File: config.mk
export PLATFORM = sky130hd
export DESIGN_NAME = seg_scan_mux
export DESIGN_NICKNAME = d
export VERILOG_FILES = /design/src/rtl/seg_pkg.sv /design/src/rtl/seg_hex_decode.sv /design/src/rtl/seg_scan_mux.sv
export SDC_FILE = /design/constraint.sdc
export NUM_CORES = 1
export LEC_CHECK = 0
export CAP_MARGIN = 40
export CORE_UTILIZATION = 44
export CTS_BUF_LIST = sky130_fd_sc_hd__clkbuf_2
export DETAILED_ROUTE_END_ITERATION = 8
export PLACE_DENSITY = 0.79
export REMOVE_ABC_BUFFERS = 1
export SYNTH_ARGS = -nofsm -noshare
export SYNTH_HDL_FRONTEND = slang
export SYNTH_SLANG_ARGS = --single-unit
File: constraint.sdc
create_clock -name clk -period 5.45 [get_ports clk]
set_input_delay 1.3625 -clock clk [delete_from_list [all_inputs] [get_ports clk]]
set_output_delay 1.3625 -clock clk [all_outputs]
set_load 0.02 [all_outputs]
File: src/rtl/seg_pkg.sv
// rtl/seg_pkg.sv - shared seven-segment constants and index-width helper
package seg_pkg;

  // Active-high segments {g,f,e,d,c,b,a}, indexed by hex value 0..F
  localparam logic [6:0] SEG_HEX [16] = '{
    7'h3F, 7'h06, 7'h5B, 7'h4F, 7'h66, 7'h6D, 7'h7D, 7'h07,
    7'h7F, 7'h6F, 7'h77, 7'h7C, 7'h39, 7'h5E, 7'h79, 7'h71
  };

  localparam logic [6:0] SEG_DASH = 7'h40;
  localparam logic [7:0] SEG_OFF  = 8'hFF;

  function automatic int clog2_min1(input int n);
    int w;
    w = 1;
    while ((1 << w) < n) w++;
    return w;
  endfunction

endpackage

File: src/rtl/seg_hex_decode.sv
// rtl/seg_hex_decode.sv - combinational digit value to active-high a..g decoder
module seg_hex_decode
  import seg_pkg::*;
#(
  parameter int DATA_W = 4
) (
  input  logic [DATA_W-1:0] value,
  output logic [6:0]        seg
);

  logic over;

  generate
    if (DATA_W > 4) begin : g_wide
      assign over = |value[DATA_W-1:4];
    end else begin : g_narrow
      assign over = 1'b0;
    end
  endgenerate

  // Anything that does not fit in one hex digit shows a dash
  assign seg = over ? SEG_DASH : SEG_HEX[value[3:0]];

endmodule

File: src/rtl/seg_scan_mux.sv
// rtl/seg_scan_mux.sv - time-multiplexed seven-segment scan driver with per-frame snapshot
// Define SEG_SCAN_LZB_EN to blank leading zero digits at snapshot time.
module seg_scan_mux
  import seg_pkg::*;
#(
  parameter int NUM_DIGITS = 6,
  parameter int DATA_W     = 4,
  parameter int SCAN_DIV   = 50000
) (
  input  logic                           clk,
  input  logic                           rst_n,
  input  logic                           en,
  input  logic [NUM_DIGITS*DATA_W-1:0]   data_in,
  input  logic [NUM_DIGITS-1:0]          dp_in,
  input  logic [NUM_DIGITS-1:0]          blank_in,
  output logic [NUM_DIGITS-1:0]          dig_n,
  output logic [7:0]                     seg_n,
  output logic [$clog2(NUM_DIGITS)-1:0]  digit_idx,
  output logic                           frame_start
);

  localparam int IDX_W = clog2_min1(NUM_DIGITS);
  localparam int DIV_W = clog2_min1(SCAN_DIV);
  localparam logic [IDX_W-1:0] LAST_IDX = IDX_W'(NUM_DIGITS - 1);
  localparam logic [DIV_W-1:0] LAST_DIV = DIV_W'(SCAN_DIV - 1);

  logic [DIV_W-1:0]      div_cnt;
  logic [IDX_W-1:0]      idx_q;
  logic                  need_init;
  logic [DATA_W-1:0]     snap_val [NUM_DIGITS];
  logic [NUM_DIGITS-1:0] snap_dp;
  logic [NUM_DIGITS-1:0] snap_blank;
  logic [NUM_DIGITS-1:0] lzb_mask;
  logic                  tick;
  logic                  wrap;
  logic                  snap;
  logic                  dark;
  logic [DATA_W-1:0]     cur_val;
  logic [6:0]            cur_seg;
  logic [NUM_DIGITS-1:0] dig_nxt;
  logic [7:0]            seg_nxt;

  assign tick = en && (div_cnt == LAST_DIV);
  assign wrap = tick && (idx_q == LAST_IDX);
  assign snap = en && (need_init || wrap);
  // Dark on every index change so the old segments never light the new digit
  assign dark = !en || tick || snap;

  assign digit_idx = idx_q;

  always_ff @(posedge clk or negedge rst_n) begin
    if (!rst_n) begin
      div_cnt   <= '0;
      idx_q     <= '0;
      need_init <= 1'b1;
    end else if (en) begin
      need_init <= 1'b0;
      if (tick) begin
        div_cnt <= '0;
        idx_q   <= (idx_q == LAST_IDX) ? '0 : idx_q + 1'b1;
      end else begin
        div_cnt <= div_cnt + 1'b1;
      end
    end
  end

`ifdef SEG_SCAN_LZB_EN
  always_comb begin
    logic leading;
    lzb_mask = '0;
    leading  = 1'b1;
    for (int k = NUM_DIGITS - 1; k >= 1; k--) begin
      if (leading && (data_in[k*DATA_W +: DATA_W] == '0) && !dp_in[k]) begin
        lzb_mask[k] = 1'b1;
      end else begin
        leading = 1'b0;
      end
    end
  end
`else
  assign lzb_mask = '0;
`endif

  always_ff @(posedge clk or negedge rst_n) begin
    if (!rst_n) begin
      for (int k = 0; k < NUM_DIGITS; k++) snap_val[k] <= '0;
      snap_dp     <= '0;
      snap_blank  <= '0;
      frame_start <= 1'b0;
    end else begin
      frame_start <= snap;
      if (snap) begin
        for (int k = 0; k < NUM_DIGITS; k++) snap_val[k] <= data_in[k*DATA_W +: DATA_W];
        snap_dp    <= dp_in;
        snap_blank <= blank_in | lzb_mask;
      end
    end
  end

  assign cur_val = snap_val[idx_q];

  seg_hex_decode #(.DATA_W(DATA_W)) u_dec (
    .value (cur_val),
    .seg   (cur_seg)
  );

  // Blanked digits keep their enable so per-digit drive current stays constant
  always_comb begin
    dig_nxt = '1;
    seg_nxt = SEG_OFF;
    if (!dark) begin
      dig_nxt[idx_q] = 1'b0;
      if (!snap_blank[idx_q]) begin
        seg_nxt = ~{snap_dp[idx_q], cur_seg};
      end
    end
  end

  always_ff @(posedge clk or negedge rst_n) begin
    if (!rst_n) begin
      dig_n <= '1;
      seg_n <= SEG_OFF;
    end else begin
      dig_n <= dig_nxt;
      seg_n <= seg_nxt;
    end
  end

endmodule

==> summary.md, run 1 <==
| Metric | Value |
|---|---|
| Number of synthesis warnings | `0` |
| Detailed-router iteration count before antenna repair | `5` |
| Aggregate global-route resource usage | `17.39%` |
| Most common flop cell mapped by yosys | `dfrtp_1` |
| Total cell area at the placement stage | `0.004100 mm²` |
| Overall via count from detail_route | `2354` |
| Post_cts resized | `0` |
| Number of cells after detailed placement | `424` |
| Maximum number of pins on one net before global-route repair | `47` |
| Synthesized netlist cell count | `275` |
| Switching power share of the total | `28.05%` |
| Signal arrival time at the worst endpoint | `3770 ps` |
| Post-Synthesis Cell Area | `0.003463 mm²` |
| Finished Core Util | `56.10%` |
| Die ar. | `slightly above 0.008 mm²` |
| DRC violations left | `0` |
| GP Congestion | `0.8701` |
| Summed area of non-filler cells in the final layout | `about 0.0042 mm²` |
| Kind of start point of the critical path | `flop` |
| Number of placement rows | `31` |
| Power per unit of standard cell area | `around 250 mW/mm²` |
| Worst-Margin Slew | `882.9 ps` |
| HPWL after DPL | `4843 µm` |
| Crit. End Element | `flop` |
| # setup viols final | `0` |
| Worst ir drop on vdd | `0.1193 mV` |
| Maximum capacitance violations | `0` |
| Global-route congestion overflow total | `0` |
| Via density per instance | `roughly 5.4` |
| Share of the clock period used by the worst path | `62.35%` |
| Global-route wire length before repair | `11250 µm` |
| Initial Util | `46.51%` |
| Core Footprint | `0.007447 mm²` |
| Initial antenna violation count | `0` |
| Clock insertion delay at the later pin of the skew report | `470 ps` |
| Count of inserted antenna diode cells | `0` |
| Synth async-reset ratio | `100.0%` |
| CTS sink count | `71` |
| Distinct cell type count after synthesis | `50` |
| Post-synthesis sequential area ratio | `between 50% and 60%` |
| Number of standard cells in the final layout excluding fillers | `440` |
| Reg power frac | `about three fifths` |
| Fraction of layout instances using a drive strength above 1 | `23.75%` |
| Max Fanout on Critical Path | `16` |
| Remaining number of nets flagged by the antenna check after routing | `0` |
| Synth Area per Inst | `12.59 µm²` |
| Maximum buffer depth of the clock tree | `2` |
| CTS tree | `yes` |
| Port Buffers | `56` |
| Count of fill cells added during filler insertion | `664` |
| WS Path Type | `flop to flop` |
| Commonest cells after routing, fill and taps aside | `dfrtp_1, clkdlybuf4s50_1, mux2_4, nand2_1, nor2_1` |
| Combinational power share | `18.2%` |
| Worst hold-check path type | `flop to flop` |
| Vertical extent of the die | `90.72 µm` |
| Data required time at the worst endpoint | `5820 ps` |
| Number of global-route vias before repair | `2296` |
| Count of flip-flops with a built-in enable after synthesis | `0` |
| Number of top-level design ports | `57` |
| Routed wire length | `between 6000 and 7000 µm` |
| Number of register bits inferred by synthesis | `71` |
| Hold Buf Count CTS | `0` |
| First-iteration detailed-routing DRC count | `148` |
| Most common cell after layout, fill and taps aside | `dfrtp_1` |
| Clock skew after layout | `18.96 ps` |
| Switching power total | `296.4 µW` |
| Aggregate negative setup slack | `0 ps` |
| Total setup buffers inserted after CTS | `0` |
| Horiz. Die Dim | `approximately 91 µm` |
| Relative slew margins | `about two fifths` |
| Internal power consumption | `760.2 µW` |
| RSZ-0062 raised after global routing | `false` |
| Crit path time final | `roughly 3400 ps` |
| Clock slew at the register clock pins of the worst setup and hold paths | `170 ps` |
| Run status | `finished, final reports clean` |
| Leakage power | `roughly 1.9 nW` |
| Worst hold margin | `512.5 ps` |
| Number of CTS-inserted buffers | `9` |
| Clock network power share | `22.3%` |
| Count of final max-slew check failures | `0` |
| Layout overhead on the synthesized area | `20.63%` |
| Maximum clock frequency | `294.3 MHz` |
| Root Buffer Master | `clkbuf_2` |
| Final-stage net count | `382` |
| Routed length per instance | `about 15 µm` |
| Number of endpoints with negative hold slack in the final report | `0` |
| Count of H-tree levels built during CTS | `3` |
## Yosys cell counts, drive strengths merged, types with 3 or more instances
master / count / share of area [%]
nand3b: 3 / 0.65
inv: 9 / 0.98
dfstp: 15 / 11
dfrtp: 56 / 40
nor2: 17 / 1.8
o221ai: 4 / 1.0
xnor2: 8 / 2.0
nand3: 12 / 1.7
mux2: 42 / 17
nor3: 8 / 1.3
ha: 7 / 2.5
buf: 10 / 2.3
mux2i: 14 / 4.0
and3: 4 / 0.72
nor4: 3 / 0.54
or3: 3 / 0.54
o21ai: 6 / 0.98
nor2b: 3 / 0.54
nand2: 17 / 1.8
xor2: 4 / 1.0
## critical path, cell delays in order (launching register included)
cell      delay (ps)
dfrtp_1          760
buf_4            350
mux2i_1          210
o21ai_0          110
a222oi_1         710
inv_1            170
ha_1             280
or4_1            540
o31ai_1           80
o21ai_1          100
## logic make-up (layout without fill, tap and decap cells)
logic type	count (synthesis)	after routing	synth area share, %
fa+ha+maj	7	7	2.529
simple gates	79	79	11.52
buf+inv	19	85	3.287
flops	71	71	51.84
compound gates	31	31	6.828
mux	56	56	20.95
xor+xnor	12	12	3.035
## power by group through the flow
stage          registers [mW]  logic [mW]  clock network, mW
2_1_floorplan           0.636       0.111                  0
6_report                0.628       0.193              0.236
4_1_cts                 0.628       0.194              0.243
3_3_place_gp            0.636       0.187                  0
5_1_grt                 0.636       0.212              0.268
3_5_place_dp            0.638       0.193                  0
## worst paths after layout
path / startpoint / end / slack (ps) / depth (start not counted)
max: digit_idx[0]$_DFFE_PN0P_ / seg_n[0]$_DFF_PN1_ / 2050 / 9
max in group asynchronous: rst_n / snap_val[2]$_DFFE_PN0P_ / 3600 / 2
min in group asynchronous: rst_n / div_cnt[11]$_DFFE_PN0P_ / 850 / 1
min: need_init$_DFFE_PN1P_ / need_init$_DFFE_PN1P_ / 510 / 2
max reg2reg: digit_idx[0]$_DFFE_PN0P_ / seg_n[0]$_DFF_PN1_ / 2050 / 9
min reg2reg: need_init$_DFFE_PN1P_ / need_init$_DFFE_PN1P_ / 510 / 2
## per-stage QoR
stage	power [mW]	setup slack [ps]
6_report	1.057	2052
5_1_grt	1.116	1826
4_1_cts	1.065	2071
3_5_place_dp	0.8311	2069
3_3_place_gp	0.8225	2126
2_1_floorplan	0.7471	2299
## flip-flops by register name (all words and copies together) (netlist names)
signal,count
dig_n,6
digit_idx,3
div_cnt,16
frame_start,1
need_init,1
seg_n,8
snap_blank,6
snap_dp,6
snap_val,24
## per-layer routing
| layer | global-route usage (%) | up-vias | wire [µm] |
|---|---|---|---|
| met5 | 0 | - | 0 |
| met1 | 25.16 | 1143 | 3164 |
| met3 | 3.367 | 15 | 356 |
| li1 | - | 1106 | - |
| met2 | 24.94 | 90 | 3046 |
| met4 | 8.199 | 0 | 131 |
## layout make-up
type	instances	area (µm²)	share of cell area, %
clock inverters	3	12.51	0.2995
multi-input cells	185	1562	37.38
clock buffers	13	65.06	1.557
well taps	99	123.9	2.965
flip-flops and latches	71	1795	42.98
repair buffers	60	585.6	14.02
inverters	9	33.78	0.8086
Note: power is estimated with default switching activity, not from simulation.
==> inputs of run 2 (changes only) <==
Clock period 5.45 ns to 3.4 ns, I/O delays scaled along.
==> run 2 against run 1 <==
Clock skew up 7.6 ps. Clock power increased to 2.6 times the previous value. Critical endpoint is now digit_idx[0]. Critical path depth decreased by 7. Worst setup slack lost 1700 ps. Non-clock buffer count rose by 4. Largest power group unchanged. First-iteration DRC count increased by 7.4%. Clock-buffer cell count fell by 4. Flip-flop and latch count unchanged. Hold slack worse by 170 ps.
==> summary.md, run 2 (synthesis results as in run 1) <==
| Metric | Value |
|---|---|
| Root Buffer Master | `clkbuf_2` |
| GR Layer Usage met2 | `25.44% (+0.51 points)` |
| Global-route congestion overflow total | `0 (unchanged)` |
| Die ar. | `0.008230 mm² (unchanged)` |
| # setup viols final | `0 (unchanged)` |
| Fraction of layout instances using a drive strength above 1 | `24.64% (+0.88 points)` |
| Number of placement rows | `31 (unchanged)` |
| Data required time at the worst endpoint | `2550 ps (-3270 ps)` |
| GR Layer Usage met3 | `4.377% (+1.0 points)` |
| Most common cell after layout, fill and taps aside | `dfrtp_1` |
| Delay of the slowest critical-path stage | `700 ps (-60 ps)` |
| Count of inserted antenna diode cells | `0 (unchanged)` |
| Horiz. Die Dim | `90.72 µm (unchanged)` |
| Worst hold margin | `339.7 ps (-172.9 ps)` |
| Signal arrival time at the worst endpoint | `2220 ps (-1550 ps)` |
| Number of cells after detailed placement | `428 (+0.94%)` |
| Worst-Margin Slew | `736.0 ps (-146.9 ps)` |
| Total setup buffers inserted after CTS | `0 (unchanged)` |
| Total area of multi-input combinational cells | `0.001562 mm² (unchanged)` |
| GP Congestion | `0.8692 (-0.10%)` |
| FF+latch area | `0.001795 mm² (unchanged)` |
| Leakage power | `1.965 nW (+3.1%)` |
| Count of H-tree levels built during CTS | `3 (unchanged)` |
| Maximum number of pins on one net before global-route repair | `72 (+53%)` |
| Largest register by flop count | `snap_val` |
| Worst hold-check path type | `primary input to async pin` |
| Worst ir drop on vdd | `0.3001 mV (+150%)` |
| Maximum capacitance violations | `0 (unchanged)` |
| Routed length per instance | `14.77 µm (-3.0%)` |
| Number of standard cells in the final layout excluding fillers | `444 (+0.91%)` |
| Clock insertion delay at the later pin of the skew report | `510 ps (+40 ps)` |
| Registers with the highest flip-flop counts | `snap_val (24), div_cnt (16), seg_n (8)` |
| Aggregate global-route resource usage | `16.88% (-0.51 points)` |
| WS Path Type | `flop to output port` |
| Post_cts resized | `0 (unchanged)` |
| Number of global-route vias before repair | `2321 (+1.1%)` |
| Layout overhead on the synthesized area | `24.49%` |
| Via density per instance | `5.297 (-0.99%)` |
| Busiest layer in global routing | `met2` |
| First-iteration detailed-routing DRC count | `159 (+7.4%)` |
| Maximum clock frequency | `325.9 MHz` |
| Initial Util | `46.51% (unchanged)` |
| Initial antenna violation count | `0 (unchanged)` |
| Run status | `finished, final reports clean` |
| Number of top-level design ports | `57 (unchanged)` |
| Routed wire length | `6557 µm (-2.1%)` |
| RSZ-0062 raised after global routing | `false` |
| Count of fill cells added during filler insertion | `622 (-6.3%)` |
| Global-route wire length before repair | `11010 µm (-2.1%)` |
| Clock skew after layout | `26.51 ps (+7.550 ps)` |
| Overall via count from detail_route | `2352 (-0.085%)` |
| Max Fanout on Critical Path | `19 (+3)` |
| HPWL after DPL | `4558 µm (-5.9%)` |
| Crit. End Element | `output port` |
| Number of CTS-inserted buffers | `9 (unchanged)` |
| Final-stage net count | `386 (+1.0%)` |
| Hold Buf Count CTS | `0 (unchanged)` |
| Kind of start point of the critical path | `flop` |
| Maximum buffer depth of the clock tree | `2 (unchanged)` |
| Remaining number of nets flagged by the antenna check after routing | `0 (unchanged)` |
| Commonest cells after routing, fill and taps aside | `dfrtp_1, clkdlybuf4s50_1, mux2_4, nand2_1, nor2_1` |
| Count of final max-slew check failures | `0 (unchanged)` |
| Crit path time final | `3068 ps` |
| CTS tree | `yes` |
| CTS sink count | `71 (unchanged)` |
| Port Buffers | `56 (unchanged)` |
| GRT met1 Usage | `23.72% (-1.4 points)` |
| Core Footprint | `0.007447 mm² (unchanged)` |
| Share of the clock period used by the worst path | `about nine tenths` |
| Slowest stage cell on the critical path | `dfrtp_1` |
| Finished Core Util | `57.90% (+1.8 points)` |
| Number of endpoints with negative hold slack in the final report | `0 (unchanged)` |
| Vertical extent of the die | `90.72 µm (unchanged)` |
| Number of flip-flops in the largest register | `24 (unchanged)` |
| Total power after layout | `1.927 mW (+82%)` |
| Power per unit of standard cell area | `446.9 mW/mm² (+77%)` |
| DRC violations left | `0 (unchanged)` |
| Crit path cell chain | `buf_4, clkdlybuf4s50_1` |
| Relative slew margins | `50.83% (+9.7 points)` |
| Aggregate negative setup slack | `0 ps (unchanged)` |
| Clock slew at the register clock pins of the worst setup and hold paths | `190 ps (+20 ps)` |
| Detailed-router iteration count before antenna repair | `5 (unchanged)` |
-- run 2: worst paths after layout --
path | startpoint | end | slack, ps | cells after the start
setup / recovery | digit_idx[0]$_DFFE_PN0P_ | digit_idx[0] | 330 | 2
hold / removal | rst_n | div_cnt[3]$_DFFE_PN0P_ | 340 | 2
setup reg to reg | digit_idx[0]$_DFFE_PN0P_ | seg_n[0]$_DFF_PN1_ | 720 | 8
hold reg to reg | need_init$_DFFE_PN1P_ | need_init$_DFFE_PN1P_ | 520 | 2
max in group asynchronous | rst_n | seg_n[4]$_DFF_PN1_ | 2740 | 2
min in group clk | need_init$_DFFE_PN1P_ | need_init$_DFFE_PN1P_ | 520 | 2
-- run 2: layer usage --
layer  vias to the layer above  share of wire, %
met5                         -                 0
met4                         0               1.4
met3                        11               5.3
met2                        77                46
met1                      1149                47
li1                       1115                 -
-- run 2: final cells by class --
| type | count | share of cell area (%) |
|---|---|---|
| Sequential cell | 71 | 41.64 |
| Clock buffer | 9 | 1.045 |
| Clock inverter | 7 | 2.583 |
| Tap cell | 99 | 2.873 |
| Timing Repair Buffer | 64 | 14.86 |
| Multi-Input combinational cell | 185 | 36.22 |
| Inverter | 9 | 0.7835 |
-- run 2: power by group --
group | internal, mW | total [mW] | leakage (nW) | switching [mW]
clock network | 0.312 | 0.602 | 0.0909 | 0.289
logic | 0.183 | 0.316 | 0.981 | 0.133
registers | 0.936 | 1.01 | 0.893 | 0.0737
-- run 2: critical path: cells and delay by family (launching register included) --
kind,cells,cell delay [ps]
flops,1,700
buf+inv,2,1010
-- run 2: per-stage QoR --
| step | cell area, µm² | setup slack [ps] |
|---|---|---|
| floorplan | 3383 | 249.5 |
| global placement | 4155 | 665.3 |
| detailed placement | 4155 | 633.1 |
| CTS | 4312 | 283.9 |
| global route | 4312 | 211.9 |
| finish | 4312 | 331.9 |
==> patch 1 (settings of run 1) <==
The option `SEG_SCAN_LZB_EN` is turned on by a define.
--- a/src/rtl/seg_scan_mux.sv
+++ b/src/rtl/seg_scan_mux.sv
@@ -1,5 +1,7 @@
 // rtl/seg_scan_mux.sv - time-multiplexed seven-segment scan driver with per-frame snapshot
 // Define SEG_SCAN_LZB_EN to blank leading zero digits at snapshot time.
+`define SEG_SCAN_LZB_EN
+
 module seg_scan_mux
   import seg_pkg::*;
 #(
Formal check against the unedited RTL: no difference found for any inputs over 10 cycles, from zero or initial values and one cycle with rst_n low; that may be too few to reach the edited logic, so the function may still have changed.
==> patch 1 against run 1 <==
Sequential cell count unchanged; final cell count up 1.6%; routed wire length up 4.9%; count of clock-buffer cells in the layout down 4; largest cell class unchanged; highest routed layer unchanged; design area up 3.4%; critical path depth down 8; via count down 0.93%; clock skew up 13 ps; area after synthesis up 2.6%; setup slack worse by 94 ps.
Power is not compared: it rests on default switching activity, and its combinational part moved more than twofold at a synthesized area within 25%.
==> patch 1: results (changes against run 1) <==
* CP max-delay cell: dfrtp_1
* Largest net degree at the start of global routing at 31 (-34%)
* Outcome: completed
* Synth unique cells at 46 (-8.0%)
* Worst hold path endpoint: need_init
* NumNets Final at 385 (+0.79%)
* Grt met2 use at 28.11% (+3.2 points)
* Post-CTS Repair Setup Buffers at 0 (unchanged)
* Global-route wire length before repair at 11630 um (+3.4%)
* Worst r2r src: div_cnt[0]
* Final hold slack at 512.4 ps (-0.1440 ps)
* Reg clk slew, reported paths at 220 ps (+50 ps)
* Synth top area cells: dfrtp_1, mux2_4, dfstp_2, mux2_2, mux2i_1
* Yosys warning count at 0 (unchanged)
* Crit path DAT at 2130 ps (-1640 ps)
* Dpl hpwl at 5070 um (+4.7%)
* Worst vdd ir at ~0.00012 V
* Met3 usage in global routing at 3.566% (+0.20 points)
* H-Tree Depth at 3 (unchanged)
* Clk root buf: clkbuf_2
* Reg2Reg Depth at 6 (-3)
* FILL cells at 669 (+0.75%)
* Synth cell count leaders: dfrtp_1, mux2_4, nor2_1, dfstp_2, mux2i_1
* Share of layout cells above drive strength 1 at 24.06% (+0.30 points)
* Net Sw Frac at ~24%
* GRT met1 Usage at 24.34% (-0.82 points)
* Largest stage delay, worst path at 860 ps (+100 ps)
* Max-cap violations at 0 (unchanged)
* Tot GR Track Use at 18.21% (+0.81 points)
* CTS Buf Count at 9 (unchanged)
* R2r setup slk at 2430 ps (+380 ps)
* Clk_skew at 31.61 ps (+12.65 ps)
* Post-cts resize count at 0 (unchanged)
* Number of global-route vias before repair at 2366 (+3.0%)
* Worst r2r dst: snap_val[18]
* Worst hold start: need_init
* CP delay by family, top: flip-flops
* Pre-Repair DR Iteration Count at 4 (-1)
* GP Congestion at 0.7997 (-8.1%)
* Biggest regs: snap_val (24), div_cnt (16), seg_n (8)
* Routed vias at 2332 (-0.93%)
* Hold path depth at 1 (-1)
* Antenna cells at 0 (unchanged)
* Worst-Margin Slew at 853.7 ps (-29.17 ps)
* Dpl ws at 1764 ps (-305.3 ps)
* 1st-iter DRT viols at 75 (-49%)
* Post-synthesis sequential area ratio at 50.51% (-1.3 points)
* Clk_lat worst skew at 520 ps (+50 ps)
* Wire length per cell at 15.72 um (+3.3%)
* HP Class: flop to flop
* Synth async-reset ratio at 100.0% (unchanged)
patch 1: changes by cell type in the layout (fill, tap and decap cells not counted), sizes merged, moves of 4 or more:
cell	before	now
a21oi	2	9
nand2b	1	6
nor3	8	2
o221ai	4	0
nand2	17	12
clkbuf	13	9
o22ai	1	5
nor2b	3	7
or4	1	5
patch 1: cell families after synthesis:
group           share of synthesized area, %
simple gates                           13.20
flops                                  50.51
mux                                    20.98
compound gates                         5.209
buf+inv                                4.294
xor+xnor                               3.696
fa+ha+maj                              2.112
patch 1: metrics by stage:
stage	std cells	cell area, um2	util [%]
after floorplan	268	3428	-
after global placement	430	4143	53.33
after detailed placement	431	4163	53.59
after CTS	447	4319	55.61
after global routing	447	4319	55.61
final	447	4319	55.61
patch 1: how the worst max path moves through the flow:
stage                       startpoint           end  slack (ps)  cells past startpoint
after floorplan                     en    snap_dp[5]        2190                      3
after global placement              en    snap_dp[2]        1810                      5
after detailed placement            en  snap_val[10]        1760                      5
after CTS                 digit_idx[0]  digit_idx[0]        1930                      1
after global routing      digit_idx[0]  digit_idx[0]        1860                      1
final                     digit_idx[0]  digit_idx[0]        1960                      1
patch 1: metal layers:
layer	vias up	share of wire (%)
met5	-	0
met2	57	48
met3	11	4.0
li1	1129	-
met1	1135	46
met4	0	1.7
patch 1: area by class of cell:
class                           count  share of cell area, %
Clock buffer                        9                  1.043
Clock inverter                      7                  2.578
Inverter                            7                 0.6083
Multi-Input combinational cell    190                  37.22
Sequential cell                    71                  41.57
Tap cell                          102                  2.955
Timing Repair Buffer               61                  14.02
patch 1: power groups by stage:
stage                     Combinational [uW]  Clock [uW]  Sequential [uW]
after floorplan                         32.7           0              579
after global placement                  87.6           0              580
after detailed placement                91.2           0              583
after CTS                               91.7         391              574
after global routing                     101         409              577
final                                   90.2         382              574
==> patch 2 (config.mk and constraints of run 1) <==
Without the edit above. Compare `idx_q` against `LAST_IDX` with >= in place of ==.
--- a/src/rtl/seg_scan_mux.sv
+++ b/src/rtl/seg_scan_mux.sv
@@ -57,7 +57,7 @@
       need_init <= 1'b0;
       if (tick) begin
         div_cnt <= '0;
-        idx_q   <= (idx_q == LAST_IDX) ? '0 : idx_q + 1'b1;
+        idx_q   <= (idx_q >= LAST_IDX) ? '0 : idx_q + 1'b1;
       end else begin
         div_cnt <= div_cnt + 1'b1;
       end
Function: same outputs for any inputs over 10 cycles, from zero or initial values and one cycle with rst_n low; that may be too few to reach the edited logic, so the function may still have changed.
==> patch 2 against run 1 <==
Combinational power is 37% lower; critical path type is now input port to flop; design area is 2.5% higher; synthesized cell count is 1.1% higher; setup slack worse by 130 ps; maximum frequency is 3.7% lower; power is 6.8% lower; global-route usage is 0.14 points lower; sequential cell count stayed put; count of clock-buffer cells in the layout is 2 lower; routed wire length is 1.4% lower; die area is 3.5% higher; area after synthesis is 3.6% higher; register-to-register slack better by 490 ps.
==> patch 2: results (changes against run 1) <==
* Post-Synth Adder-Cell Area at 3.139% (+0.61 points)
* Seq pwr at 581 uW (-7.5%)
* Vias/cell at 5.192 (-3.0%)
* Reg2Reg Depth at 7 (-2)
* CP max-delay cell: clkdlybuf4s50_1
* Synth cell count leaders: dfrtp_1, mux2_4, nand2_1, nor2_1, mux2i_1
* Clk_lat worst skew at 490 ps (+20 ps)
* Dpl hpwl at 4867 um (+0.49%)
* Synth top area cells: dfrtp_1, mux2_4, dfstp_2, mux2i_1, ha_1
* Grt met2 use at 26.06% (+1.1 points)
* NumNets Final at 384 (+0.52%)
* Pre-Repair DR Iteration Count at 4 (-1)
* GRT met1 Usage at 24.69% (-0.47 points)
* Net Sw Frac at 26.60% (-1.4 points)
* Post-synthesis mux area share at 20.40% (-0.55 points)
* PnR worst setup slack at 1923 ps (-128.9 ps)
* Share of layout cells above drive strength 1 at 24.63% (+0.88 points)
* Combinational power share at 12.3% (-5.9 points)
* Outcome: completed
* Setup crit end: snap_val[3]
* Met3 usage in global routing at 3.284% (-0.083 points)
* Crit path DAT at 3910 ps (+140 ps)
* Post-synthesis compound-gate area fraction at 7.394% (+0.57 points)
* Hold path depth at 1 (-1)
* 1st-iter DRT viols at 143 (-3.4%)
* GP Congestion at 0.7506 (-14%)
* Dpl ws at 1396 ps (-673.3 ps)
* WL met1 at 3098 um (-2.1%)
==> patch 2: changes by cell type after synthesis, sizes merged, moves of 3 or more <==
| cell | delta |
|---|---|
| a22oi | +3 |
| mux2i | +4 |
| nand3 | -3 |
| and3 | -3 |
| nor2 | +6 |
| nand2 | +4 |
| mux2 | -3 |
| nand3b | -3 |
| nor3 | -5 |
==> patch 2: area by class of cell <==
class	instances	share of cell area [%]
flip-flops and latches	71	41.95
repair buffers	59	13.50
inverters	7	0.6139
clock inverters	5	1.140
well taps	102	2.982
multi-input cells	188	38.53
clock buffers	11	1.286
==> patch 2: metrics by stage <==
step / hold WS (ps) / instance area (um2) / std cells / total power [uW]
5_1_grt: 528.6 / 4280 / 443 / 1034
3_3_place_gp: 482.8 / 4177 / 427 / 709.5
6_report: 512.1 / 4280 / 443 / 984.8
4_1_cts: 513.6 / 4280 / 443 / 994.9
3_5_place_dp: 485.6 / 4177 / 427 / 712.4
2_1_floorplan: 467.3 / 3471 / 266 / 643.9
